[config.mk]
export PLATFORM = sky130hd
export DESIGN_NAME = branch_resolution_unit_flat
export DESIGN_NICKNAME = d
export VERILOG_FILES = /design/src/rtl/branch_resolution_unit_if.sv /design/src/rtl/branch_resolution_unit.sv /design/src/flat_wrapper.sv
export SDC_FILE = /design/constraint.sdc
export NUM_CORES = 1
export LEC_CHECK = 0
export ABC_AREA = 0
export BUFFER_PORTS_ARGS = -buffer_cell sky130_fd_sc_hd__buf_2
export CAP_MARGIN = 15
export CORE_MARGIN = 4
export CORE_UTILIZATION = 25
export DETAILED_ROUTE_END_ITERATION = 10
export PLACE_DENSITY = 0.46
export SLEW_MARGIN = 10
export SYNTH_ARGS = -nofsm -noshare
export SYNTH_HDL_FRONTEND = slang
export SYNTH_SLANG_ARGS = --single-unit
[constraint.sdc]
create_clock -name clock -period 4.69 [get_ports clock]
set_input_delay 0.469 -clock clock [delete_from_list [all_inputs] [get_ports clock]]
set_output_delay 0.469 -clock clock [all_outputs]
set_load 0.02 [all_outputs]
[src/rtl/branch_resolution_unit_if.sv]
// Branch resolution bus: brinfo from the ALUs in, brupdate and redirect out.
// master = execution/frontend side, slave = branch_resolution_unit.
interface branch_resolution_unit_if #(
   parameter int NUM_BR_PORTS = 2,
   parameter int MAX_BR_COUNT = 20
);
   localparam int TW = $clog2(MAX_BR_COUNT);

   logic                                 flush;
   logic [6:0]                           rob_head_idx;
   logic [NUM_BR_PORTS-1:0]              brinfo_valid;
   logic [NUM_BR_PORTS-1:0]              brinfo_mispredict;
   logic [NUM_BR_PORTS-1:0]              brinfo_taken;
   logic [NUM_BR_PORTS-1:0][2:0]         brinfo_cfi_type;
   logic [NUM_BR_PORTS-1:0][1:0]         brinfo_pc_sel;
   logic [NUM_BR_PORTS-1:0][20:0]        brinfo_target_offset;
   logic [NUM_BR_PORTS-1:0][6:0]         brinfo_rob_idx;
   logic [NUM_BR_PORTS-1:0][TW-1:0]      brinfo_br_tag;
   logic [NUM_BR_PORTS-1:0][MAX_BR_COUNT-1:0] brinfo_br_mask;

   logic [MAX_BR_COUNT-1:0]              brupdate_b1_resolve_mask;
   logic [MAX_BR_COUNT-1:0]              brupdate_b1_mispredict_mask;
   logic                                 brupdate_b2_mispredict;
   logic [6:0]                           brupdate_b2_rob_idx;
   logic [TW-1:0]                        brupdate_b2_br_tag;
   logic [2:0]                           brupdate_b2_cfi_type;
   logic                                 brupdate_b2_taken;
   logic [1:0]                           brupdate_b2_pc_sel;
   logic [20:0]                          brupdate_b2_target_offset;

   logic                                 redirect_valid;
   logic                                 redirect_ready;
   logic [6:0]                           redirect_rob_idx;
   logic [20:0]                          redirect_target_offset;
   logic [1:0]                           redirect_pc_sel;
   logic [2:0]                           redirect_cfi_type;
   logic [15:0]                          mispredict_count;

   modport master (
      output flush, rob_head_idx,
      output brinfo_valid, brinfo_mispredict, brinfo_taken,
      output brinfo_cfi_type, brinfo_pc_sel, brinfo_target_offset,
      output brinfo_rob_idx, brinfo_br_tag, brinfo_br_mask,
      output redirect_ready,
      input  brupdate_b1_resolve_mask, brupdate_b1_mispredict_mask,
      input  brupdate_b2_mispredict, brupdate_b2_rob_idx,
      input  brupdate_b2_br_tag, brupdate_b2_cfi_type,
      input  brupdate_b2_taken, brupdate_b2_pc_sel,
      input  brupdate_b2_target_offset,
      input  redirect_valid, redirect_rob_idx, redirect_target_offset,
      input  redirect_pc_sel, redirect_cfi_type, mispredict_count
   );

   modport slave (
      input  flush, rob_head_idx,
      input  brinfo_valid, brinfo_mispredict, brinfo_taken,
      input  brinfo_cfi_type, brinfo_pc_sel, brinfo_target_offset,
      input  brinfo_rob_idx, brinfo_br_tag, brinfo_br_mask,
      input  redirect_ready,
      output brupdate_b1_resolve_mask, brupdate_b1_mispredict_mask,
      output brupdate_b2_mispredict, brupdate_b2_rob_idx,
      output brupdate_b2_br_tag, brupdate_b2_cfi_type,
      output brupdate_b2_taken, brupdate_b2_pc_sel,
      output brupdate_b2_target_offset,
      output redirect_valid, redirect_rob_idx, redirect_target_offset,
      output redirect_pc_sel, redirect_cfi_type, mispredict_count
   );
endinterface

[src/rtl/branch_resolution_unit.sv]
// Branch resolution: kill filter, oldest-mispredict select, 2-stage brupdate,
// redirect hold FSM. Ports: clock, reset (async, active-low), io (slave bus).
module branch_resolution_unit #(
   parameter int NUM_BR_PORTS    = 2,
   parameter int MAX_BR_COUNT    = 20,
   parameter int NUM_ROB_ENTRIES = 96
) (
   input logic clock,
   input logic reset,
   branch_resolution_unit_if.slave io
);
   localparam int TW = $clog2(MAX_BR_COUNT);
   localparam int PW = (NUM_BR_PORTS > 1) ? $clog2(NUM_BR_PORTS) : 1;

   typedef logic [MAX_BR_COUNT-1:0] mask_t;
   typedef enum logic {IDLE, PENDING} state_t;

   typedef struct packed {
      logic [6:0]    rob;
      logic [TW-1:0] tag;
      logic [2:0]    cfi;
      logic          taken;
      logic [1:0]    pc_sel;
      logic [20:0]   off;
   } br_t;

   typedef struct packed {
      logic [6:0]  rob;
      logic [2:0]  cfi;
      logic [1:0]  pc_sel;
      logic [20:0] off;
   } rd_t;

   // ROB index distance from head; rob_idx wraps at NUM_ROB_ENTRIES.
   function automatic logic [6:0] age(input logic [6:0] x,
                                      input logic [6:0] h);
      logic [7:0] a;
      if (x >= h) a = {1'b0, x} - {1'b0, h};
      else        a = {1'b0, x} + 8'(NUM_ROB_ENTRIES) - {1'b0, h};
      return a[6:0];
   endfunction

   function automatic mask_t onehot(input logic [TW-1:0] t);
      return mask_t'(1) << t;
   endfunction

   mask_t            b1_res_q, b1_mp_q;
   br_t              s1_q, b2_q;
   logic             b2_v_q;
   mask_t            res_d, mp_d;
   br_t              s1_d;
   logic             win_v;
   logic [PW-1:0]    win;

   always_comb begin
      mask_t others;
      logic  alive;
      res_d = '0;
      mp_d  = '0;
      s1_d  = '0;
      win_v = 1'b0;
      win   = '0;
      for (int i = 0; i < NUM_BR_PORTS; i++) begin
         // tags of other ports mispredicting this very cycle
         others = '0;
         for (int j = 0; j < NUM_BR_PORTS; j++)
            if (j != i && io.brinfo_valid[j] && io.brinfo_mispredict[j])
               others |= onehot(io.brinfo_br_tag[j]);
         alive = !io.flush && io.brinfo_valid[i] &&
                 ((io.brinfo_br_mask[i] & (b1_mp_q | others)) == '0);
         if (alive) res_d |= onehot(io.brinfo_br_tag[i]);
         // strict < keeps the lower port on equal age
         if (alive && io.brinfo_mispredict[i] &&
             (!win_v || age(io.brinfo_rob_idx[i], io.rob_head_idx) <
                        age(io.brinfo_rob_idx[win], io.rob_head_idx))) begin
            win_v = 1'b1;
            win   = PW'(i);
         end
      end
      if (win_v) begin
         mp_d = onehot(io.brinfo_br_tag[win]);
         s1_d = '{rob:    io.brinfo_rob_idx[win],
                  tag:    io.brinfo_br_tag[win],
                  cfi:    io.brinfo_cfi_type[win],
                  taken:  io.brinfo_taken[win],
                  pc_sel: io.brinfo_pc_sel[win],
                  off:    io.brinfo_target_offset[win]};
      end
   end

   always_ff @(posedge clock or negedge reset) begin
      if (!reset) begin
         b1_res_q <= '0;
         b1_mp_q  <= '0;
         s1_q     <= '0;
         b2_v_q   <= 1'b0;
         b2_q     <= '0;
      end else if (io.flush) begin
         b1_res_q <= '0;
         b1_mp_q  <= '0;
         s1_q     <= '0;
         b2_v_q   <= 1'b0;
         b2_q     <= '0;
      end else begin
         b1_res_q <= res_d;
         b1_mp_q  <= mp_d;
         s1_q     <= s1_d;
         b2_v_q   <= (b1_mp_q != '0);
         b2_q     <= s1_q;
      end
   end

   state_t      state;
   rd_t         pend;
   rd_t         b2_rd;
   logic        rv;
   logic [15:0] cnt;
   logic        older;

   assign b2_rd = '{rob: b2_q.rob, cfi: b2_q.cfi,
                    pc_sel: b2_q.pc_sel, off: b2_q.off};
   assign older = b2_v_q &&
                  (age(b2_q.rob, io.rob_head_idx) <
                   age(pend.rob, io.rob_head_idx));

   // count survives flush; flush masks ready so nothing is counted
   always_ff @(posedge clock or negedge reset) begin
      if (!reset) begin
         state <= IDLE;
         pend  <= '0;
         rv    <= 1'b0;
         cnt   <= '0;
      end else if (io.flush) begin
         state <= IDLE;
         pend  <= '0;
         rv    <= 1'b0;
      end else begin
         unique case (state)
            IDLE: if (b2_v_q) begin
               state <= PENDING;
               pend  <= b2_rd;
               rv    <= 1'b1;
            end
            PENDING: if (io.redirect_ready) begin
               cnt <= cnt + 16'd1;
               if (older) begin
                  pend <= b2_rd;
               end else begin
                  state <= IDLE;
                  pend  <= '0;
                  rv    <= 1'b0;
               end
            end else if (older) begin
               pend <= b2_rd;
            end
         endcase
      end
   end

   assign io.brupdate_b1_resolve_mask    = b1_res_q;
   assign io.brupdate_b1_mispredict_mask = b1_mp_q;
   assign io.brupdate_b2_mispredict      = b2_v_q;
   assign io.brupdate_b2_rob_idx         = b2_q.rob;
   assign io.brupdate_b2_br_tag          = b2_q.tag;
   assign io.brupdate_b2_cfi_type        = b2_q.cfi;
   assign io.brupdate_b2_taken           = b2_q.taken;
   assign io.brupdate_b2_pc_sel          = b2_q.pc_sel;
   assign io.brupdate_b2_target_offset   = b2_q.off;
   assign io.redirect_valid              = rv;
   assign io.redirect_rob_idx            = pend.rob;
   assign io.redirect_target_offset      = pend.off;
   assign io.redirect_pc_sel             = pend.pc_sel;
   assign io.redirect_cfi_type           = pend.cfi;
   assign io.mispredict_count            = cnt;
endmodule

[src/flat_wrapper.sv]
// flat-port wrapper written by rule: the top's interface ports become plain ports
module branch_resolution_unit_flat 
#(
   parameter int NUM_BR_PORTS    = 2,
   parameter int MAX_BR_COUNT    = 20,
   parameter int NUM_ROB_ENTRIES = 96
)
  (clock, reset, io_flush, io_rob_head_idx, io_brinfo_valid, io_brinfo_mispredict, io_brinfo_taken, io_brinfo_cfi_type, io_brinfo_pc_sel, io_brinfo_target_offset, io_brinfo_rob_idx, io_brinfo_br_tag, io_brinfo_br_mask, io_redirect_ready, io_brupdate_b1_resolve_mask, io_brupdate_b1_mispredict_mask, io_brupdate_b2_mispredict, io_brupdate_b2_rob_idx, io_brupdate_b2_br_tag, io_brupdate_b2_cfi_type, io_brupdate_b2_taken, io_brupdate_b2_pc_sel, io_brupdate_b2_target_offset, io_redirect_valid, io_redirect_rob_idx, io_redirect_target_offset, io_redirect_pc_sel, io_redirect_cfi_type, io_mispredict_count);
  branch_resolution_unit_if #(.NUM_BR_PORTS(NUM_BR_PORTS), .MAX_BR_COUNT(MAX_BR_COUNT)) io_i ();
  input logic clock;
  input logic reset;
  input wire logic [$bits(io_i.flush)-1:0] io_flush;
  input wire logic [$bits(io_i.rob_head_idx)-1:0] io_rob_head_idx;
  input wire logic [$bits(io_i.brinfo_valid)-1:0] io_brinfo_valid;
  input wire logic [$bits(io_i.brinfo_mispredict)-1:0] io_brinfo_mispredict;
  input wire logic [$bits(io_i.brinfo_taken)-1:0] io_brinfo_taken;
  input wire logic [$bits(io_i.brinfo_cfi_type)-1:0] io_brinfo_cfi_type;
  input wire logic [$bits(io_i.brinfo_pc_sel)-1:0] io_brinfo_pc_sel;
  input wire logic [$bits(io_i.brinfo_target_offset)-1:0] io_brinfo_target_offset;
  input wire logic [$bits(io_i.brinfo_rob_idx)-1:0] io_brinfo_rob_idx;
  input wire logic [$bits(io_i.brinfo_br_tag)-1:0] io_brinfo_br_tag;
  input wire logic [$bits(io_i.brinfo_br_mask)-1:0] io_brinfo_br_mask;
  input wire logic [$bits(io_i.redirect_ready)-1:0] io_redirect_ready;
  output wire logic [$bits(io_i.brupdate_b1_resolve_mask)-1:0] io_brupdate_b1_resolve_mask;
  output wire logic [$bits(io_i.brupdate_b1_mispredict_mask)-1:0] io_brupdate_b1_mispredict_mask;
  output wire logic [$bits(io_i.brupdate_b2_mispredict)-1:0] io_brupdate_b2_mispredict;
  output wire logic [$bits(io_i.brupdate_b2_rob_idx)-1:0] io_brupdate_b2_rob_idx;
  output wire logic [$bits(io_i.brupdate_b2_br_tag)-1:0] io_brupdate_b2_br_tag;
  output wire logic [$bits(io_i.brupdate_b2_cfi_type)-1:0] io_brupdate_b2_cfi_type;
  output wire logic [$bits(io_i.brupdate_b2_taken)-1:0] io_brupdate_b2_taken;
  output wire logic [$bits(io_i.brupdate_b2_pc_sel)-1:0] io_brupdate_b2_pc_sel;
  output wire logic [$bits(io_i.brupdate_b2_target_offset)-1:0] io_brupdate_b2_target_offset;
  output wire logic [$bits(io_i.redirect_valid)-1:0] io_redirect_valid;
  output wire logic [$bits(io_i.redirect_rob_idx)-1:0] io_redirect_rob_idx;
  output wire logic [$bits(io_i.redirect_target_offset)-1:0] io_redirect_target_offset;
  output wire logic [$bits(io_i.redirect_pc_sel)-1:0] io_redirect_pc_sel;
  output wire logic [$bits(io_i.redirect_cfi_type)-1:0] io_redirect_cfi_type;
  output wire logic [$bits(io_i.mispredict_count)-1:0] io_mispredict_count;
  assign io_i.flush = io_flush;
  assign io_i.rob_head_idx = io_rob_head_idx;
  assign io_i.brinfo_valid = io_brinfo_valid;
  assign io_i.brinfo_mispredict = io_brinfo_mispredict;
  assign io_i.brinfo_taken = io_brinfo_taken;
  assign io_i.brinfo_cfi_type = io_brinfo_cfi_type;
  assign io_i.brinfo_pc_sel = io_brinfo_pc_sel;
  assign io_i.brinfo_target_offset = io_brinfo_target_offset;
  assign io_i.brinfo_rob_idx = io_brinfo_rob_idx;
  assign io_i.brinfo_br_tag = io_brinfo_br_tag;
  assign io_i.brinfo_br_mask = io_brinfo_br_mask;
  assign io_i.redirect_ready = io_redirect_ready;
  assign io_brupdate_b1_resolve_mask = io_i.brupdate_b1_resolve_mask;
  assign io_brupdate_b1_mispredict_mask = io_i.brupdate_b1_mispredict_mask;
  assign io_brupdate_b2_mispredict = io_i.brupdate_b2_mispredict;
  assign io_brupdate_b2_rob_idx = io_i.brupdate_b2_rob_idx;
  assign io_brupdate_b2_br_tag = io_i.brupdate_b2_br_tag;
  assign io_brupdate_b2_cfi_type = io_i.brupdate_b2_cfi_type;
  assign io_brupdate_b2_taken = io_i.brupdate_b2_taken;
  assign io_brupdate_b2_pc_sel = io_i.brupdate_b2_pc_sel;
  assign io_brupdate_b2_target_offset = io_i.brupdate_b2_target_offset;
  assign io_redirect_valid = io_i.redirect_valid;
  assign io_redirect_rob_idx = io_i.redirect_rob_idx;
  assign io_redirect_target_offset = io_i.redirect_target_offset;
  assign io_redirect_pc_sel = io_i.redirect_pc_sel;
  assign io_redirect_cfi_type = io_i.redirect_cfi_type;
  assign io_mispredict_count = io_i.mispredict_count;
  branch_resolution_unit #(.NUM_BR_PORTS(NUM_BR_PORTS), .MAX_BR_COUNT(MAX_BR_COUNT), .NUM_ROB_ENTRIES(NUM_ROB_ENTRIES)) u_core (.clock(clock), .reset(reset), .io(io_i));
endmodule
---- Word-level counts from Yosys, hierarchy flattened ----
Index checks and enable logic that the tools add are counted.
word-level totals
  output and inout bits ................... 130
  register bits after elaboration ......... 170
  bits of input ports ..................... 133
  logic and storage cells ................. 121
operators by class
  $add $sub $neg .......................... 13
  shifts and indexed selects .............. 3
  $lt $le $gt $ge ......................... 7
  bitwise logic cells ..................... 7
  reduce and logical (&&, ||, !) cells .... 19
  multiplexer cells ....................... 46
  eq/ne operators ......................... 4
operators by type and width
  kind                                                                 number
  33-bit two-way mux                                                   5
  20-bit two-way mux                                                   7
  39-bit two-way mux                                                   3
  33-bit one-hot mux with 2 select lines                               1
  20-bit OR                                                            3
  1-bit by 5-bit << shifter with 20-bit output (first input constant)  3
  7-bit subtractor                                                     8
  21-bit two-way mux                                                   2
  7-bit two-way mux                                                    6
  20-bit bitwise AND                                                   2
  20-bit logical NOT                                                   2
  7-bit adder (second input constant)                                  4
  7-bit >= comparator                                                  4
  20-bit nonzero test                                                  1
  16-bit by 1-bit adder with 16-bit output (second input constant)     1
  7-bit less-than comparator                                           2
  1-bit two-way mux                                                    14
  1-bit logical AND                                                    10
  5-bit two-way mux                                                    2
  3-bit two-way mux                                                    2
  3-bit != test (second input constant)                                2
  3-bit AND reduction                                                  2
  2-bit two-way mux                                                    2
  4-bit != test (second input constant)                                1
  7 further kinds                                                      10

---- Depth between registers and ports, before layout ----
Gate-level depths: netlist (run 1).
  word-level depth ........................ 17
  depth in mapped cells ................... 20
  mapped depth without buffers ............ 18

---- Worst setup path before layout (run 1) ----
OpenSTA, ideal clock, no wires.
  kind .................................... input to register
  start point ............................. input io_rob_head_idx[1]
  end point ............................... register u_core.pend (netlist bit u_core.io.redirect_cfi_type[0])
  path slack .............................. 427 ps
  arrival ................................. 4182 ps
  path buffers ............................ 2
  cell stages on the path ................. 19
  setup time .............................. 81 ps
  required time ........................... 4609 ps
  cells stage by stage .................... inv_1 ha_1 fa_1 a31o_2 a31oi_1 o21ai_0 a21o_1 a21o_1 clkbuf_1 nor2_1 a21oi_1 ha_1 a21o_1 a211oi_1 o21bai_1 a21oi_1 o21ai_1 clkbuf_1 mux2i_1
on the way
  cells in the longest elaborated chain, start to end .. 8
  elaborated cells on any way between the ends .. 16
  classes of those cells .................. add/sub (4); order compare (3); eq/ne (1); mux (6); reduce/logical (2)
ends and longest elaborated chain
  element                                         RTL line                       source
  from (decl)                                     flat_wrapper.sv:13             input wire logic [$bits(io_i.rob_head_idx)-1:0] io_rob_head_idx;
  7-bit subtractor, or another cell as far along  branch_resolution_unit.sv:39   else a = {1'b0, x} + 8'(NUM_ROB_ENTRIES) - {1'b0, h};
  7-bit two-way mux                               branch_resolution_unit.sv:38   if (x >= h) a = {1'b0, x} - {1'b0, h};
  7-bit less-than comparator *                    branch_resolution_unit.sv:123  (age(b2_q.rob, io.rob_head_idx) <
  1-bit logical AND *                             branch_resolution_unit.sv:122  assign older = b2_v_q &&
  33-bit two-way mux                              branch_resolution_unit.sv:146  if (older) begin
  33-bit two-way mux                              branch_resolution_unit.sv:144  PENDING: if (io.redirect_ready) begin
  33-bit one-hot mux with 2 select lines          branch_resolution_unit.sv:138  unique case (state)
  33-bit two-way mux                              branch_resolution_unit.sv:133  end else if (io.flush) begin
  to (signal assigned)                            branch_resolution_unit.sv:141  pend <= b2_rd;
  to (signal assigned)                            branch_resolution_unit.sv:147  pend <= b2_rd;
  to (signal assigned)                            branch_resolution_unit.sv:154  pend <= b2_rd;
  to (decl)                                       branch_resolution_unit.sv:114  rd_t pend;
Mark *: on every way between the ends. The rest lies on a longest branch, timed or not.
A chain may end at the register's enable or synchronous reset.

---- Final worst setup path (run 1) ----
  start point ............................. register u_core.b2_q (netlist bit u_core.io.brupdate_b2_rob_idx[1])
  end point ............................... register u_core.pend (netlist bit u_core.io.redirect_target_offset[5])
on the way
  cells in the longest elaborated chain, start to end .. 9
  elaborated cells on any way between the ends .. 13
  classes of those cells .................. add/sub (3); order compare (2); eq/ne (1); mux (5); reduce/logical (2)
ends and longest elaborated chain
  element                                 RTL line                       source
  from (decl)                             branch_resolution_unit.sv:48   br_t s1_q, b2_q;
  from (signal assigned)                  branch_resolution_unit.sv:109  b2_q <= s1_q;
  7-bit adder                             branch_resolution_unit.sv:39
  7-bit subtractor                        branch_resolution_unit.sv:39
  7-bit two-way mux *                     branch_resolution_unit.sv:38
  7-bit less-than comparator *            branch_resolution_unit.sv:123
  1-bit logical AND *                     branch_resolution_unit.sv:122
  33-bit two-way mux                      branch_resolution_unit.sv:146
  33-bit two-way mux                      branch_resolution_unit.sv:144
  33-bit one-hot mux with 2 select lines  branch_resolution_unit.sv:138
  33-bit two-way mux                      branch_resolution_unit.sv:133
Marks and branches as above.

==> summary.txt, run 1 <==
Setup path
  – Crit Path Category: reg2reg
  – Critical Path RT: 4990 ps
  – Worst Setup End Kind: flop
  – Nature of the critical path startpoint: flop
  – Worst r2r dst: u_core.io.redirect_target_offset[5]$_DFFE_PN0P_
  – FF-to-FF path depth: 17
  – Flop-to-flop setup slack: 490 ps
  – Max FO, Critical Path: 29
  – Crit Reg-Reg Startpoint: u_core.io.brupdate_b2_rob_idx[1]$_DFF_PN0_
  – Critical path arrival: 4500 ps

Timing
  – Slew HR: 0.3156
  – Slew @ Worst Pin: roughly 1000 ps
  – Total negative slack: 0 ps
  – Period utilization: 0.8950
  – RSZ-0062 raised after global routing: false
  – Fin crit period: 4197 ps
  – Skew final: 14.60 ps
  – Final setup vio count: 0
  – Fmax: 238.2 MHz
  – Final Max Tran Viols: 0
  – Hold Vio Cnt, Final: 0

Yosys
  – Top_reg_cell synth: dfrtp_1
  – Post-synth cell types: 71
  – Sequential fraction of the synthesis area: 0.4198
  – Area contributors post-synth: dfrtp_1 (42%), ha_1 (8.4%), mux2i_1 (7.9%)
  – Async S/R FF share, synth: 1.000
  – Most common cell in the netlist: dfrtp_1
  – Syn Area/Cell: 10.37 um^2
  – Synth top area share: 0.4198
  – Yosys top cell by area: dfrtp_1
  – Post-synthesis register bit count: 170
  – Net Count, Synth: 1199
  – Commonest cells post-synth: dfrtp_1 (170), mux2i_1 (80), nor2_1 (79)
  – YS warnings: 0
  – Mapped cell area: around 10000 um^2
  – Post-Syn Instances: 977
  – Number of synthesized flops with an enable pin: 0

Status
  – Status: complete, no violations

Floorplan
  – DIE AREA: 43820 um^2
  – # rows: 73
  – Starting Density: 0.2539
  – Total core area: approximately 40000 um^2
  – Die Span X: 209.3 um
  – # IOs: 263
  – Chip height: ~210 um

Power
  – Net Sw Frac: 0.3126
  – VDD IR max: 0.0002113 V
  – Part of the power in registers: 0.420
  – Int Power: 2.524 mW
  – Sw Pwr: 1.148 mW
  – Combinational group share of total power: 0.210
  – Clock power frac: 0.370
  – Lkg Pwr: 6.585 nW
  – PwrDens: 291.2 nW/um^2

Clocking
  – CTS Buffer Depth: 2
  – CTS tree: done
  – Clock root buffer: clkbuf_16
  – Clock transition at path regs: about 70 ps
  – CTS resizes: 0
  – # Post-CTS Setup Buffers: 0
  – Inserted Clock Buffers: 17
  – Hold buffers post-CTS: 0
  – H-tree depth: 4
  – Clock latency at the later pin of the worst-skew pair: 430 ps
  – CTS sink count: 170

Global route
  – Largest net degree at the start of global routing: 94
  – Initial antenna violation count: 1
  – Total GRT Usage: 0.1491
  – First-pass GRT wire length: 51.65 mm
  – Total congestion overflow: 0
  – Via count of the first global-routing pass: approximately 8700

Detailed routing
  – Vias per cell: around 4.7
  – 1st-pass router iterations: 5
  – Final Routed Wirelength: 33.39 mm
  – Via count: approximately 8300
  – DRT antenna net count: 0
  – Iteration-0 DRC Markers: between 500 and 600
  – DRC Markers: 0
  – WL per Instance: 18.94 um

Finish
  – Share of layout cells above drive strength 1: 0.2649
  – Diode count: 0
  – Synth-to-Final Area Change: 24.42%
  – Final Util: 0.3159
  – NumNets Final: 1447

Min path
  – Min-Delay Path Class: in2async

Run
  – Max-cap violations: 0

Place
  – RePlAce Congestion: between 0.8 and 0.9
  – Port Buffers: 262
  – Hpwl dp: about 26 mm
-- stage by stage --
| step | std cells | hold slack (ps) | cell area, um^2 | setup WS [ps] | total power, mW |
|---|---|---|---|---|---|
| after CTS | 1763 | 88.58 | 12610 | 466.9 | 3.736 |
| after global placement | 1731 | 442.6 | 12050 | 374.1 | 2.345 |
| after global routing | 1763 | 91.05 | 12610 | 141.3 | 3.887 |
| after floorplan | 977 | 173.4 | 10130 | 426.9 | 2.044 |
| after detailed placement | 1731 | 446.3 | 12050 | 259.5 | 2.350 |
| final | 1763 | 38.89 | 12610 | 492.5 | 3.671 |
-- cell usage in the layout (no fill, tap or decap), types with 5 or more instances in the layout --
cell       count
a21o_1        10
a21oi_1       36
a22o_1         7
a22oi_1        6
a31oi_1       11
and2_1         5
buf_2        261
buf_4          8
clkbuf_16     17
dfrtp_1      170
fa_1          21
ha_1          68
inv_1         41
inv_8          6
mux2i_1       80
nand2_1       73
nand2b_1      46
nand3_1       24
nand3b_1       8
nand4_1        7
nor2_1        79
nor2b_1       45
nor3_1         8
nor4_1         5
o21ai_0       19
o21bai_1       6
o22ai_1       18
o32ai_1       18
or3_1          6
xnor2_1       34
xor2_1        17
-- final cells by class --
class / count / area [um^2]
sequential: 170 / 4254
multi-input combinational: 722 / 5548
inverter: 41 / 153.9
fill: 4118 / 27310
clock buffer: 19 / 432.9
clock inverter: 13 / 125.1
tap: 525 / 656.9
timing repair buffer: 273 / 1438
-- power by group through the flow --
stage | combinational (mW) | sequential [mW] | clock [mW]
6_report | 0.772 | 1.54 | 1.36
4_1_cts | 0.783 | 1.54 | 1.41
5_1_grt | 0.867 | 1.55 | 1.47
3_3_place_gp | 0.774 | 1.57 | 0
2_1_floorplan | 0.448 | 1.60 | 0
3_5_place_dp | 0.779 | 1.57 | 0
-- cells by family (layout without fill, tap and decap cells) --
group | Yosys count | in the layout | share of synthesized area
mux | 85 | 85 | 0.08606
flops | 170 | 170 | 0.4198
xor+xnor | 51 | 51 | 0.04408
buf+inv | 85 | 346 | 0.03642
simple gates | 328 | 328 | 0.1700
compound gates | 169 | 169 | 0.1182
fa+ha+maj | 89 | 89 | 0.1254
-- metal layers --
| metal | share of wire | track usage | up-vias |
|---|---|---|---|
| li1 | - | - | 3907 |
| met1 | 0.45 | 0.2014 | 4022 |
| met2 | 0.48 | 0.2501 | 320 |
| met3 | 0.055 | 0.02825 | 48 |
| met4 | 0.017 | 0.03263 | 0 |
| met5 | 0 | 0 | - |
-- worst max-delay path, stage by stage (launching register included) --
cell,delay [ps]
dfrtp_1,470
ha_1,300
fa_1,370
a31o_2,240
a31oi_1,260
o21ai_0,160
a21o_1,200
a21o_1,260
nor2_1,120
a21oi_1,50
ha_1,300
a21o_1,160
a211oi_1,230
o21bai_1,100
a21oi_1,310
o21ai_4,150
buf_12,220
mux2i_1,140
-- worst max-delay path by stage --
| stage | from | to | slack, ps | depth (start not counted) |
|---|---|---|---|---|
| 2_1_floorplan | io_rob_head_idx[1] | u_core.io.redirect_cfi_type[0]$_DFFE_PN0P_ | 430 | 19 |
| 5_1_grt | u_core.io.redirect_rob_idx[1]$_DFFE_PN0P_ | u_core.io.redirect_target_offset[12]$_DFFE_PN0P_ | 140 | 17 |
| 4_1_cts | u_core.io.brupdate_b2_rob_idx[1]$_DFF_PN0_ | u_core.io.redirect_target_offset[16]$_DFFE_PN0P_ | 470 | 17 |
| 6_report | u_core.io.brupdate_b2_rob_idx[1]$_DFF_PN0_ | u_core.io.redirect_target_offset[5]$_DFFE_PN0P_ | 490 | 17 |
| 3_5_place_dp | io_rob_head_idx[1] | u_core.io.redirect_target_offset[10]$_DFFE_PN0P_ | 260 | 19 |
| 3_3_place_gp | io_rob_head_idx[1] | u_core.io.redirect_target_offset[9]$_DFFE_PN0P_ | 370 | 18 |
-- state kept, by name, indices dropped and copies added, names as in the netlist --
signal / count
u_core.io.brupdate_b2_br_tag: 5
u_core.io.brupdate_b1_resolve_mask: 20
u_core.io.brupdate_b2_rob_idx: 7
u_core.s1_q: 39
u_core.io.brupdate_b2_cfi_type: 3
u_core.io.redirect_target_offset: 21
u_core.io.redirect_rob_idx: 7
u_core.io.brupdate_b2_mispredict: 1
u_core.io.brupdate_b2_target_offset: 21
u_core.io.redirect_valid: 1
u_core.io.mispredict_count: 16
u_core.io.brupdate_b2_pc_sel: 2
u_core.io.redirect_cfi_type: 3
u_core.io.brupdate_b2_taken: 1
u_core.io.redirect_pc_sel: 2
u_core.io.brupdate_b1_mispredict_mask: 20
u_core.state: 1
No activity file was read; power rests on OpenSTA's default activity.
==> run 2, diff against run 1 <==
clock period = 4.08 ns   (was 4.69 ns; I/O delays follow)
==> summary.txt, run 2 (same netlist as run 1, synthesis figures left out) <==
Timing
  – Final critical-path setup slack: 260.1 ps (-232.4 ps)
  – Fmax: 261.8 MHz (+9.9%)
  – Hold Vio Cnt, Final: 0 (unchanged)
  – Fin crit period: 3820 ps (-377.6 ps)
  – Slew @ Worst Pin: 981.2 ps (-43.29 ps)
  – Period utilization: 0.9362 (+0.04126)
  – RSZ-0062 raised after global routing: false
  – Skew final: 31.91 ps (+17.30 ps)
  – Final setup vio count: 0 (unchanged)
  – Hold_ws: 23.25 ps (-15.64 ps)
  – Final Max Tran Viols: 0 (unchanged)
  – Slew HR: 0.3444 (+0.02885)

Clocking
  – Inserted Clock Buffers: 17 (unchanged)
  – CTS sink count: 170 (unchanged)
  – CTS resizes: 0 (unchanged)
  – Clock latency at the later pin of the worst-skew pair: 450 ps (+20 ps)
  – CTS Buffer Depth: 2 (unchanged)
  – Hold buffers post-CTS: 0 (unchanged)
  – Clock root buffer: clkbuf_16
  – # Post-CTS Setup Buffers: 0 (unchanged)
  – H-tree depth: 4 (unchanged)
  – CTS tree: done
  – Clock transition at path regs: 80 ps (about the same)

Detailed routing
  – 1st-pass router iterations: 6 (+1)
  – Via count: 8390 (+1.1%)
  – Final Routed Wirelength: 33.64 mm (+0.75%)
  – DRC Markers: 0 (unchanged)
  – DRT antenna net count: 0 (unchanged)
  – Vias per cell: 4.671 (-0.74%)
  – Iteration-0 DRC Markers: 537 (-7.7%)
  – WL per Instance: 18.73 um (-1.1%)

Setup path
  – Critical Path RT: 4400 ps (-590 ps)
  – Crit Path Category: reg2reg
  – Critical path arrival: 4140 ps (-360 ps)
  – Nature of the critical path startpoint: flop
  – Max FO, Critical Path: 26 (-10%)
  – Worst Setup End Kind: flop

Finish
  – Share of layout cells above drive strength 1: 0.2853 (+0.02032)
  – NumNets Final: 1478 (+2.1%)
  – Synth-to-Final Area Change: 27.42%
  – Max reg flops: 39 (unchanged)
  – Largest register by flop count: u_core.s1_q
  – Most frequent cells in the layout: buf_2 (261), dfrtp_1 (170), mux2i_1 (80)
  – Commonest non-fill, non-tap cell in the layout: buf_2
  – Number of fill cells: 4122 (+0.097%)

Global route
  – Total GRT Usage: 0.1514 (+0.002241)
  – Total congestion overflow: 0 (unchanged)
  – Initial antenna violation count: 2 (+1)
  – First-pass GRT wire length: 52.47 mm (+1.6%)
  – Largest net degree at the start of global routing: 91 (-3.2%)
  – Via count of the first global-routing pass: 8829 (+1.8%)

Place
  – RePlAce Congestion: 0.9082 (+2.1%)
  – Port Buffers: 262 (unchanged)
  – Hpwl dp: 25.65 mm (+0.11%)
  – Placement Setup Slack: -88.02 ps (-347.6 ps)

Power
  – Sw Pwr: 1.413 mW (+23%)
  – Combinational group share of total power: 0.214 (+0.004)
  – PwrDens: 339.3 nW/um^2 (+17%)
  – Part of the power in registers: 0.404 (-0.016)
  – VDD IR max: 0.0002525 V (+20%)
  – Net Sw Frac: 0.3225 (+0.009890)
  – Clock power frac: 0.382 (+0.012)
  – Int Power: 2.968 mW (+18%)
  – Lkg Pwr: 6.763 nW (+2.7%)

Floorplan
  – Die Span X: 209.3 um (unchanged)
  – Total core area: 39910 um^2 (unchanged)
  – Starting Density: 0.2539 (unchanged)
  – DIE AREA: 43820 um^2 (unchanged)
  – # rows: 73 (unchanged)
  – Chip height: 209.3 um (unchanged)
  – # IOs: 263 (unchanged)

Status
  – Status: complete, no violations

Min path
  – Min-Delay Path Class: in2async

Run
  – Max-cap violations: 0 (unchanged)
-- run 2: cell count changes in the layout (fill, tap and decap cells not counted), sizes merged --
cell      change
buf          +31
diode         +2
inv           -3
clkbuf        -2
clkinvlp      -2
clkinv        +7
-- run 2: cell type report --
cell class | instances | area, um^2 | area share
clock inverter | 15 | 192.7 | 0.01492
sequential | 170 | 4254 | 0.3295
tap | 525 | 656.9 | 0.05087
inverter | 41 | 153.9 | 0.01192
timing repair buffer | 304 | 1670 | 0.1294
multi-input combinational | 722 | 5554 | 0.4301
clock buffer | 17 | 425.4 | 0.03295
antenna | 2 | 5.005 | 0.0003876
-- run 2: path summary, 6_finish.rpt --
kind | slack, ps | startpoint | endpoint | cells after the start
min reg2reg | 460 | u_core.s1_q[21]$_DFF_PN0_ | u_core.io.brupdate_b2_pc_sel[0]$_DFF_PN0_ | 1
min | 20 | reset | u_core.io.brupdate_b2_target_offset[13]$_DFF_PN0_ | 1
max | 260 | u_core.io.brupdate_b2_rob_idx[1]$_DFF_PN0_ | u_core.io.redirect_target_offset[5]$_DFFE_PN0P_ | 18
max in group asynchronous | 3070 | reset | u_core.io.brupdate_b1_mispredict_mask[18]$_DFF_PN0_ | 2
min in group clock | 210 | io_brinfo_target_offset[33] | u_core.s1_q[12]$_DFF_PN0_ | 3
max reg2reg | 260 | u_core.io.brupdate_b2_rob_idx[1]$_DFF_PN0_ | u_core.io.redirect_target_offset[5]$_DFFE_PN0P_ | 18
-- run 2: power by group through the flow --
stage | clock network, mW | logic [mW] | registers [mW]
2_1_floorplan | 0 | 0.515 | 1.83
3_3_place_gp | 0 | 0.944 | 1.81
3_5_place_dp | 0 | 0.944 | 1.81
4_1_cts | 1.75 | 0.950 | 1.77
5_1_grt | 1.80 | 1.04 | 1.78
6_report | 1.67 | 0.936 | 1.77
-- run 2: worst max-delay path, stage by stage (launching register included) --
cell and delay [ps]:
dfrtp_1 460, ha_1 260, fa_1 350, a31o_2 230, a31oi_1 210, o21ai_0 150, a21o_1 200, a21o_1 220
nor2_1 90, a21oi_1 50, ha_1 290, a21o_1 150, a211oi_1 250, o21bai_1 110, a21oi_1 150, buf_4 140
o21ai_4 60, buf_12 180, mux2i_1 130
-- run 2: stage by stage --
| stage | std cells | util | instance area [um^2] | TNS (ps) | total power [mW] |
|---|---|---|---|---|---|
| floorplan | 977 | - | 10130 | -3662 | 2.350 |
| finish | 1796 | 0.3235 | 12910 | 0 | 4.381 |
| global placement | 1762 | 0.3077 | 12280 | 0 | 2.749 |
| detailed placement | 1762 | 0.3077 | 12280 | -2323 | 2.749 |
| CTS | 1794 | 0.3232 | 12900 | 0 | 4.468 |
| global route | 1795 | 0.3234 | 12910 | 0 | 4.618 |
-- run 2: layer usage --
layer	wire length [um]	track usage
met5	0	0
met4	843	0.04860
met3	1720	0.02496
met2	15570	0.2421
met1	15500	0.2101
